==> src/rtl/ifu_refill_unit.sv <==
// ifu_refill_unit: miss-refill engine between ifu_cache and instruction memory.
// Latches the missing tag and issues one burst read for the line-aligned
// address. It collects BEATS bus-wide beats into one line and returns
// {tag, line, valid} to the cache. Only one refill is in flight at a time.
// Optional feature: define IFU_REFILL_TIMEOUT_EN to abandon a refill when no
// beat arrives for TIMEOUT_CYCLES cycles in DATA. errTimeoutOut then pulses.
module ifu_refill_unit #(
  parameter int ADDR_WIDTH     = 32,
  parameter int OFFSET_WIDTH   = 4,
  parameter int TAG_WIDTH      = ADDR_WIDTH - OFFSET_WIDTH,
  parameter int LINE_WIDTH     = 128,
  parameter int BUS_WIDTH      = 32,
  parameter int BEATS          = LINE_WIDTH / BUS_WIDTH,
  parameter int TIMEOUT_CYCLES = 255
) (
  input  logic                  Clock,
  input  logic                  Rst,
  input  logic [TAG_WIDTH-1:0]  cache_reqTagIn,
  input  logic                  cache_reqValidIn,
  output logic [TAG_WIDTH-1:0]  cache_rspTagOut,
  output logic [LINE_WIDTH-1:0] cache_rspLineOut,
  output logic                  cache_rspValidOut,
  output logic                  mem_reqValidOut,
  output logic [ADDR_WIDTH-1:0] mem_reqAddrOut,
  input  logic                  mem_reqReadyIn,
  input  logic                  mem_rspValidIn,
  input  logic [BUS_WIDTH-1:0]  mem_rspDataIn,
  output logic                  busyOut,
  output logic                  errTimeoutOut
);

  localparam int CNT_W = (BEATS > 1) ? $clog2(BEATS) : 1;
  localparam logic [CNT_W-1:0] LAST_BEAT = CNT_W'(BEATS - 1);

  typedef enum logic [2:0] {
    ST_IDLE,
    ST_REQ,
    ST_DATA,
    ST_RESP,
    ST_HOLD
  } state_e;

  state_e                state_q, state_d;
  logic [TAG_WIDTH-1:0]  tag_q, tag_d;
  logic [TAG_WIDTH-1:0]  rsp_tag_q, rsp_tag_d;
  logic [LINE_WIDTH-1:0] line_q, line_d;
  logic [LINE_WIDTH-1:0] rsp_line_q, rsp_line_d;
  logic [LINE_WIDTH-1:0] beat_line;
  logic [CNT_W-1:0]      cnt_q, cnt_d;
  logic                  timeout_hit;

`ifdef IFU_REFILL_TIMEOUT_EN
  localparam int TMO_W = $clog2(TIMEOUT_CYCLES + 1);
  localparam logic [TMO_W-1:0] TMO_LIMIT = TMO_W'(TIMEOUT_CYCLES);

  logic [TMO_W-1:0] tmo_q, tmo_d;

  // Count beat-less DATA cycles. Any other state holds the counter at zero,
  // so it is already clear when DATA is entered.
  always_comb begin
    tmo_d = '0;
    if (state_q == ST_DATA && !mem_rspValidIn && !timeout_hit) begin
      tmo_d = tmo_q + 1'b1;
    end
  end

  assign timeout_hit   = (state_q == ST_DATA) && !mem_rspValidIn && (tmo_q == TMO_LIMIT);
  assign errTimeoutOut = timeout_hit;

  // Timeout counter register.
  always_ff @(posedge Clock or posedge Rst) begin
    if (Rst) tmo_q <= '0;
    else     tmo_q <= tmo_d;
  end
`else
  assign timeout_hit   = 1'b0;
  assign errTimeoutOut = 1'b0;
`endif

  // Next state. Holds the tag, assembles beats and captures the response.
  always_comb begin
    // NOTE: every target gets a default first, so no path leaves it unassigned (no latch).
    state_d    = state_q;
    tag_d      = tag_q;
    line_d     = line_q;
    cnt_d      = cnt_q;
    rsp_tag_d  = rsp_tag_q;
    rsp_line_d = rsp_line_q;
    beat_line  = line_q;
    beat_line[int'(cnt_q) * BUS_WIDTH +: BUS_WIDTH] = mem_rspDataIn;

    unique case (state_q)
      ST_IDLE: begin
        if (cache_reqValidIn) begin
          tag_d   = cache_reqTagIn;
          state_d = ST_REQ;
        end
      end
      ST_REQ: begin
        if (mem_reqReadyIn) begin
          cnt_d   = '0;
          state_d = ST_DATA;
        end
      end
      ST_DATA: begin
        if (timeout_hit) begin
          // Discard the partial line. No response is produced.
          cnt_d   = '0;
          state_d = ST_IDLE;
        end else if (mem_rspValidIn) begin
          line_d = beat_line;
          cnt_d  = cnt_q + 1'b1;
          if (cnt_q == LAST_BEAT) begin
            cnt_d      = '0;
            rsp_line_d = beat_line;
            rsp_tag_d  = tag_q;
            state_d    = ST_RESP;
          end
        end
      end
      ST_RESP: state_d = ST_HOLD;
      // The cache's registered line insertion settles here, so a request is ignored.
      ST_HOLD: state_d = ST_IDLE;
      default: state_d = ST_IDLE;
    endcase
  end

  // State and datapath registers. All are cleared by reset, and reset abandons any refill.
  always_ff @(posedge Clock or posedge Rst) begin
    // NOTE: sequential state uses non-blocking assignment only.
    if (Rst) begin
      state_q    <= ST_IDLE;
      tag_q      <= '0;
      rsp_tag_q  <= '0;
      cnt_q      <= '0;
      // NOTE: the line buffers are reset because cache_rspLineOut must read 0 after reset.
      line_q     <= '0;
      rsp_line_q <= '0;
    end else begin
      state_q    <= state_d;
      tag_q      <= tag_d;
      rsp_tag_q  <= rsp_tag_d;
      cnt_q      <= cnt_d;
      line_q     <= line_d;
      rsp_line_q <= rsp_line_d;
    end
  end

  assign mem_reqValidOut   = (state_q == ST_REQ);
  assign mem_reqAddrOut    = {tag_q, {OFFSET_WIDTH{1'b0}}};
  assign cache_rspValidOut = (state_q == ST_RESP);
  assign cache_rspTagOut   = rsp_tag_q;
  assign cache_rspLineOut  = rsp_line_q;
  assign busyOut           = (state_q != ST_IDLE);

endmodule

==> config.mk <==
export PLATFORM = sky130hd
export DESIGN_NAME = ifu_refill_unit
export DESIGN_NICKNAME = d
export VERILOG_FILES = /design/src/rtl/ifu_refill_unit.sv
export SDC_FILE = /design/constraint.sdc
export NUM_CORES = 1
export LEC_CHECK = 0
export CAP_MARGIN = 5
export CORE_MARGIN = 3
export CORE_UTILIZATION = 44
export DETAILED_ROUTE_END_ITERATION = 8
export DONT_BUFFER_PORTS = 1
export GPL_TIMING_DRIVEN = 0
export PLACE_DENSITY = 0.58
export SETUP_SLACK_MARGIN = 0.02
export SLEW_MARGIN = 40
export SYNTH_ARGS = -nofsm -noshare
export SYNTH_HDL_FRONTEND = slang
export SYNTH_SLANG_ARGS = --single-unit
==> constraint.sdc <==
create_clock -name Clock -period 32.3 [get_ports Clock]
set_clock_uncertainty 0.05 [all_clocks]
set_input_delay 6.46 -clock Clock [delete_from_list [all_inputs] [get_ports Clock]]
set_output_delay 6.46 -clock Clock [all_outputs]
set_load 0.05 [all_outputs]
### Yosys cells after proc, flatten, opt, wreduce, memory -nomap -nowiden

Cells that the tools add are included.

| word-level totals | value |
|---|---|
| bits in registers | 317 |
| bits of input ports | 65 |
| output and inout port bits | 192 |
| word-level logic and storage cells | 36 |

| cells by class | value |
|---|---|
| multiplexer cells | 10 |
| reductions and logical operators | 8 |
| add/sub/neg operators | 2 |
| equal/unequal tests | 8 |
| shifts and indexed selects | 2 |

Operator list:

| cell | number |
|---|---|
| bitwise mux 128 bit | 1 |
| variable shift 32 x 33 -> 128 bit (first input constant) | 1 |
| variable part select 32 x 33 -> 128 bit | 1 |
| negation 7 -> 33 bit | 1 |
| 2-to-1 mux 3 bit | 4 |
| case mux 3 bit (4 select lines) | 1 |
| equality test 3 x 2 -> 1 bit (second input constant) | 2 |
| 2-to-1 mux 2 bit | 3 |
| inequality test 2 bit (second input constant) | 3 |
| AND reduction 3 bit | 2 |
| case mux 2 bit (2 select lines) | 1 |
| AND reduction 2 bit | 2 |
| AND reduction 4 bit | 1 |
| equality test 3 x 1 -> 1 bit (second input constant) | 1 |
| logical NOT 3 bit | 1 |
| nonzero test 3 bit | 1 |
| adder 2 x 1 -> 2 bit (second input constant) | 1 |
| equality test 2 bit (second input constant) | 1 |
| inequality test 2 x 1 -> 1 bit (second input constant) | 1 |
| nonzero test 2 bit | 1 |

### Longest topological paths before layout

| depth | value |
|---|---|
| depth in word-level cells | 4 |
| depth in mapped cells | 9 |

### Worst setup path after synthesis

Ideal clock, no wire load.

| timing | value |
|---|---|
| path kind | register -> output |
| from | register state_q[1] |
| to | output port busyOut |
| buffers on the path | 1 |
| slack | 24.694 ns |
| stages on the path, launching flop included | 3 |
| data arrival time | 1.096 ns |
| cell sequence | dfrtp_1 buf_2 or3_1 |

| between the ends | value |
|---|---|
| longest elaborated chain between the ends | 1 |

Ends and longest elaborated chain:

| element | RTL line | source |
|---|---|---|
| from (decl) | 43 | `state_e state_q, state_d;` |
| from (signal assigned) | 140 | `state_q <= state_d;` |
| nonzero test 3 bit | 154 | `assign busyOut = (state_q != ST_IDLE);` |
| to (decl) | 28 | `output logic busyOut,` |

No other way between the ends.

### Worst setup path in the final report

| timing | value |
|---|---|
| from | register state_q[1] |
| to | output port mem_reqValidOut |

| between the ends | value |
|---|---|
| longest elaborated chain between the ends | 1 |

Ends and longest elaborated chain:

| element | RTL line | source |
|---|---|---|
| equality test 3 x 1 -> 1 bit | 149 | `assign mem_reqValidOut = (state_q == ST_REQ);` |
| to (decl) | 23 | `output logic mem_reqValidOut,` |

No other way between the ends.

==> results by group <==
STA
  – Fmax: 122 MHz
  – Setup_tns: 0 ns
  – Min Tclk post-route: 8.23 ns
  – Max Slew Vio Count: 0
  – Slew margin rel.: 0.542
  – Unrepaired setup endpoints after global routing: false
  – Final worst setup slack: 24.07 ns
  – Final setup viols: 0
  – Share of the cycle needed by the critical path after routing: 0.255
  – Worst-margin pin slew: 0.686 ns
  – Final hold violations: 0

Hold path
  – HP Class: reg2reg
  – Worst Hold Path EP: line_q[2]$_DFFE_PP0P_
  – Hold Path Origin: line_q[2]$_DFFE_PP0P_
  – Hold Path Depth: 1

Route
  – Avg WL per Cell: 24.0 um
  – Drt drc: 0
  – Vias per cell: 5.99
  – Pre-Repair DR Iteration Count: 5
  – Final antenna-violating net count: 0
  – Via Count: 9,837
  – Routed wire length: 39,400 um
  – Initial detailed-routing violation count: 768

Cells and area
  – Leading cell types in the layout, fill and taps excluded: dfrtp_1, o21ai_0, a21oi_1
  – Commonest non-fill, non-tap cell in the layout: dfrtp_1
  – Total Nets Final: 1,299
  – Multi-input combinational cell area: 4860 sq um
  – Antenna diodes: 0
  – Fill cell count: 2,730
  – FF+latch area: 7930 sq um
  – Non-Filler Instances: 1,641
  – Layout cells sized above 1: 0.158
  – Syn-to-layout area delta: 12.9%

Global routing
  – First-pass GRT wire length: 61,300 um
  – Largest net degree at the start of global routing: 80
  – Global route overflow: 0
  – Initial antenna violation count: 0
  – Vias in the first global route: 9,922
  – Total GRT Usage: 0.236

Clock network
  – CTS buffer count: 35
  – Worst-path clk slew: 0.06 ns
  – Post-CTS Setup Repair Bufs: 0
  – Quantity of hold-fixing buffers added after cts: 0
  – Clock insertion delay at the later pin of the skew report: 0.52 ns
  – Bufs on Longest Clock Path: 3
  – Resized Gates After CTS: 0
  – CTS tree: built
  – Root buf cell: clkbuf_16
  – H-Tree Depth: 2
  – Num Clock Sinks: 317

Synth
  – Post-synth top area cell: dfrtp_1
  – Synth Area per Inst: 11.4 sq um
  – Cells after Synth: 1,183
  – Share of the synthesized area in the top cell type: 0.587
  – Post-synth EDFFs: 0
  – Yosys warns: 0
  – Yosys cell types: 41
  – Syn Std Cell Area: 13,500 sq um
  – #FFs+latches synth: 317
  – Ys flop type: dfrtp_1
  – Mux share of post-synthesis cell area: 0.0482
  – Post-synthesis adder-cell area fraction: 0.00555
  – Post-Synth Simple-Gate Area: 0.0694
  – Xor/xnor share of the synthesized area: 0
  – Seq/Total Area, Yosys: 0.587
  – Synth Area in Compound Gates: 0.234
  – Largest cells by area after synthesis: dfrtp_1, a22o_1, o21ai_0, a21oi_1, mux2_2
  – Main combinational cell family by area after synthesis: compound AO/OA/AOI/OAI gates
  – FFs w/ async S/R, synth: 1.00

Flow run
  – Max Cap Viol: 0

Worst setup path
  – Depth of the most critical reg-to-reg path: 7
  – CP required: 25.79 ns
  – Worst R2R End: cache_rspLineOut[10]$_DFFE_PP0P_
  – Worst Setup Start Kind: flip-flop
  – CP endpoint kind: primary output
  – R2R setup slack: 29.69 ns
  – Worst R2R Start: cnt_q[0]$_DFFE_PP0P_
  – Worst Path Arrival: 1.72 ns
  – CP Class: reg2out
  – Worst-path maximum fanout: 10

Placement
  – GPL Wtd Cong: 0.823
  – DP HPWL: 26,900 um
  – Pre-CTS setup slack: 24.31 ns
  – # port buffers: 0
  – Dpl cells: 1,581

Floorplan
  – CORE AREA: 30,000 sq um
  – # IOs: 257
  – FP Rows: 63
  – Die Y: 181 um
  – Die W: 181 um
  – Die area: 32,900 sq um
  – Starting Density: 0.452

Run status
  – Outcome: finished clean

Power
  – Final Power: 1.45 mW
  – Power Dens Cells: 95.3 nW/um^2
  – Worst vdd ir: 0.0000760 V
  – Pleak: 6.95 nW
==> critical path: stages (launching register included) <==
cell and delay [ns]:
dfrtp_1 0.37, buf_2 0.18, nor2_1 0.14, and2_1 0.50
==> layer usage <==
layer | GRT usage | wire, um | up-vias | share of wire
met5 | 0 | 0 | - | 0
met4 | 0.0795 | 1330 | 0 | 0.034
met3 | 0.0795 | 3610 | 76 | 0.092
met2 | 0.349 | 17500 | 375 | 0.44
met1 | 0.329 | 17000 | 4997 | 0.43
li1 | - | - | 4389 | -
==> registers in the layout (all words and copies together), names as in the netlist <==
register and count:
cache_rspTagOut 28, line_q 128, cnt_q 2, tag_q 28
cache_rspLineOut 128, state_q 3
==> area by class of cell <==
class	count	area share
timing repair buffer	4	0.00721
buffer	147	0.0484
inverter	4	0.00148
clock inverter	12	0.0107
clock buffer	48	0.0625
tap	390	0.0320
sequential	317	0.520
multi-input combinational	719	0.318
==> worst max-delay path by stage <==
| stage | start | endpoint | depth (start not counted) |
|---|---|---|---|
| after global routing | state_q[1]$_DFFE_PP0P_ | mem_reqValidOut | 3 |
| after global placement | Rst | cache_rspLineOut[38]$_DFFE_PP0P_ | 1 |
| final | state_q[1]$_DFFE_PP0P_ | mem_reqValidOut | 3 |
| after CTS | state_q[1]$_DFFE_PP0P_ | mem_reqValidOut | 3 |
| after floorplan | Rst | cache_rspLineOut[0]$_DFFE_PP0P_ | 1 |
| after detailed placement | mem_rspValidIn | cache_rspLineOut[8]$_DFFE_PP0P_ | 5 |
==> cells by family after synthesis <==
group,Yosys count
adder cells (fa/ha/maj),6
multiplexers,58
AO/OA/AOI/OAI,508
flip-flops,317
AND/OR/NAND/NOR,142
buffers and inverters,151
other,1
==> where the power goes <==
group	leakage (nW)	internal, mW	switching [mW]	total [mW]
registers	4.30	0.477	0.265	0.742
clock network	0.553	0.239	0.159	0.398
logic	2.10	0.123	0.193	0.316
total	6.95	0.838	0.617	1.45
==> Yosys cell counts (all sizes together), types with 3 or more instances <==
cell type,instances
a21oi,146
nor2,3
o21ai,160
a32oi,8
ha,6
inv,4
a22o,128
nor2b,91
a31oi,41
a22oi,24
buf,65
and2,5
nand2b,11
nand4,8
nand2,7
mux2,57
dfrtp,317
clkbuf,82
==> per-stage QoR <==
step / util / cell area, sq um / hold WS (ns)
CTS: 0.510 / 15300 / 0.444
global placement: 0.468 / 14000 / 0.424
detailed placement: 0.472 / 14100 / 0.423
finish: 0.510 / 15300 / 0.437
global route: 0.510 / 15300 / 0.454
floorplan: - / 13500 / 0.408
(Power assumes the default switching activity.)
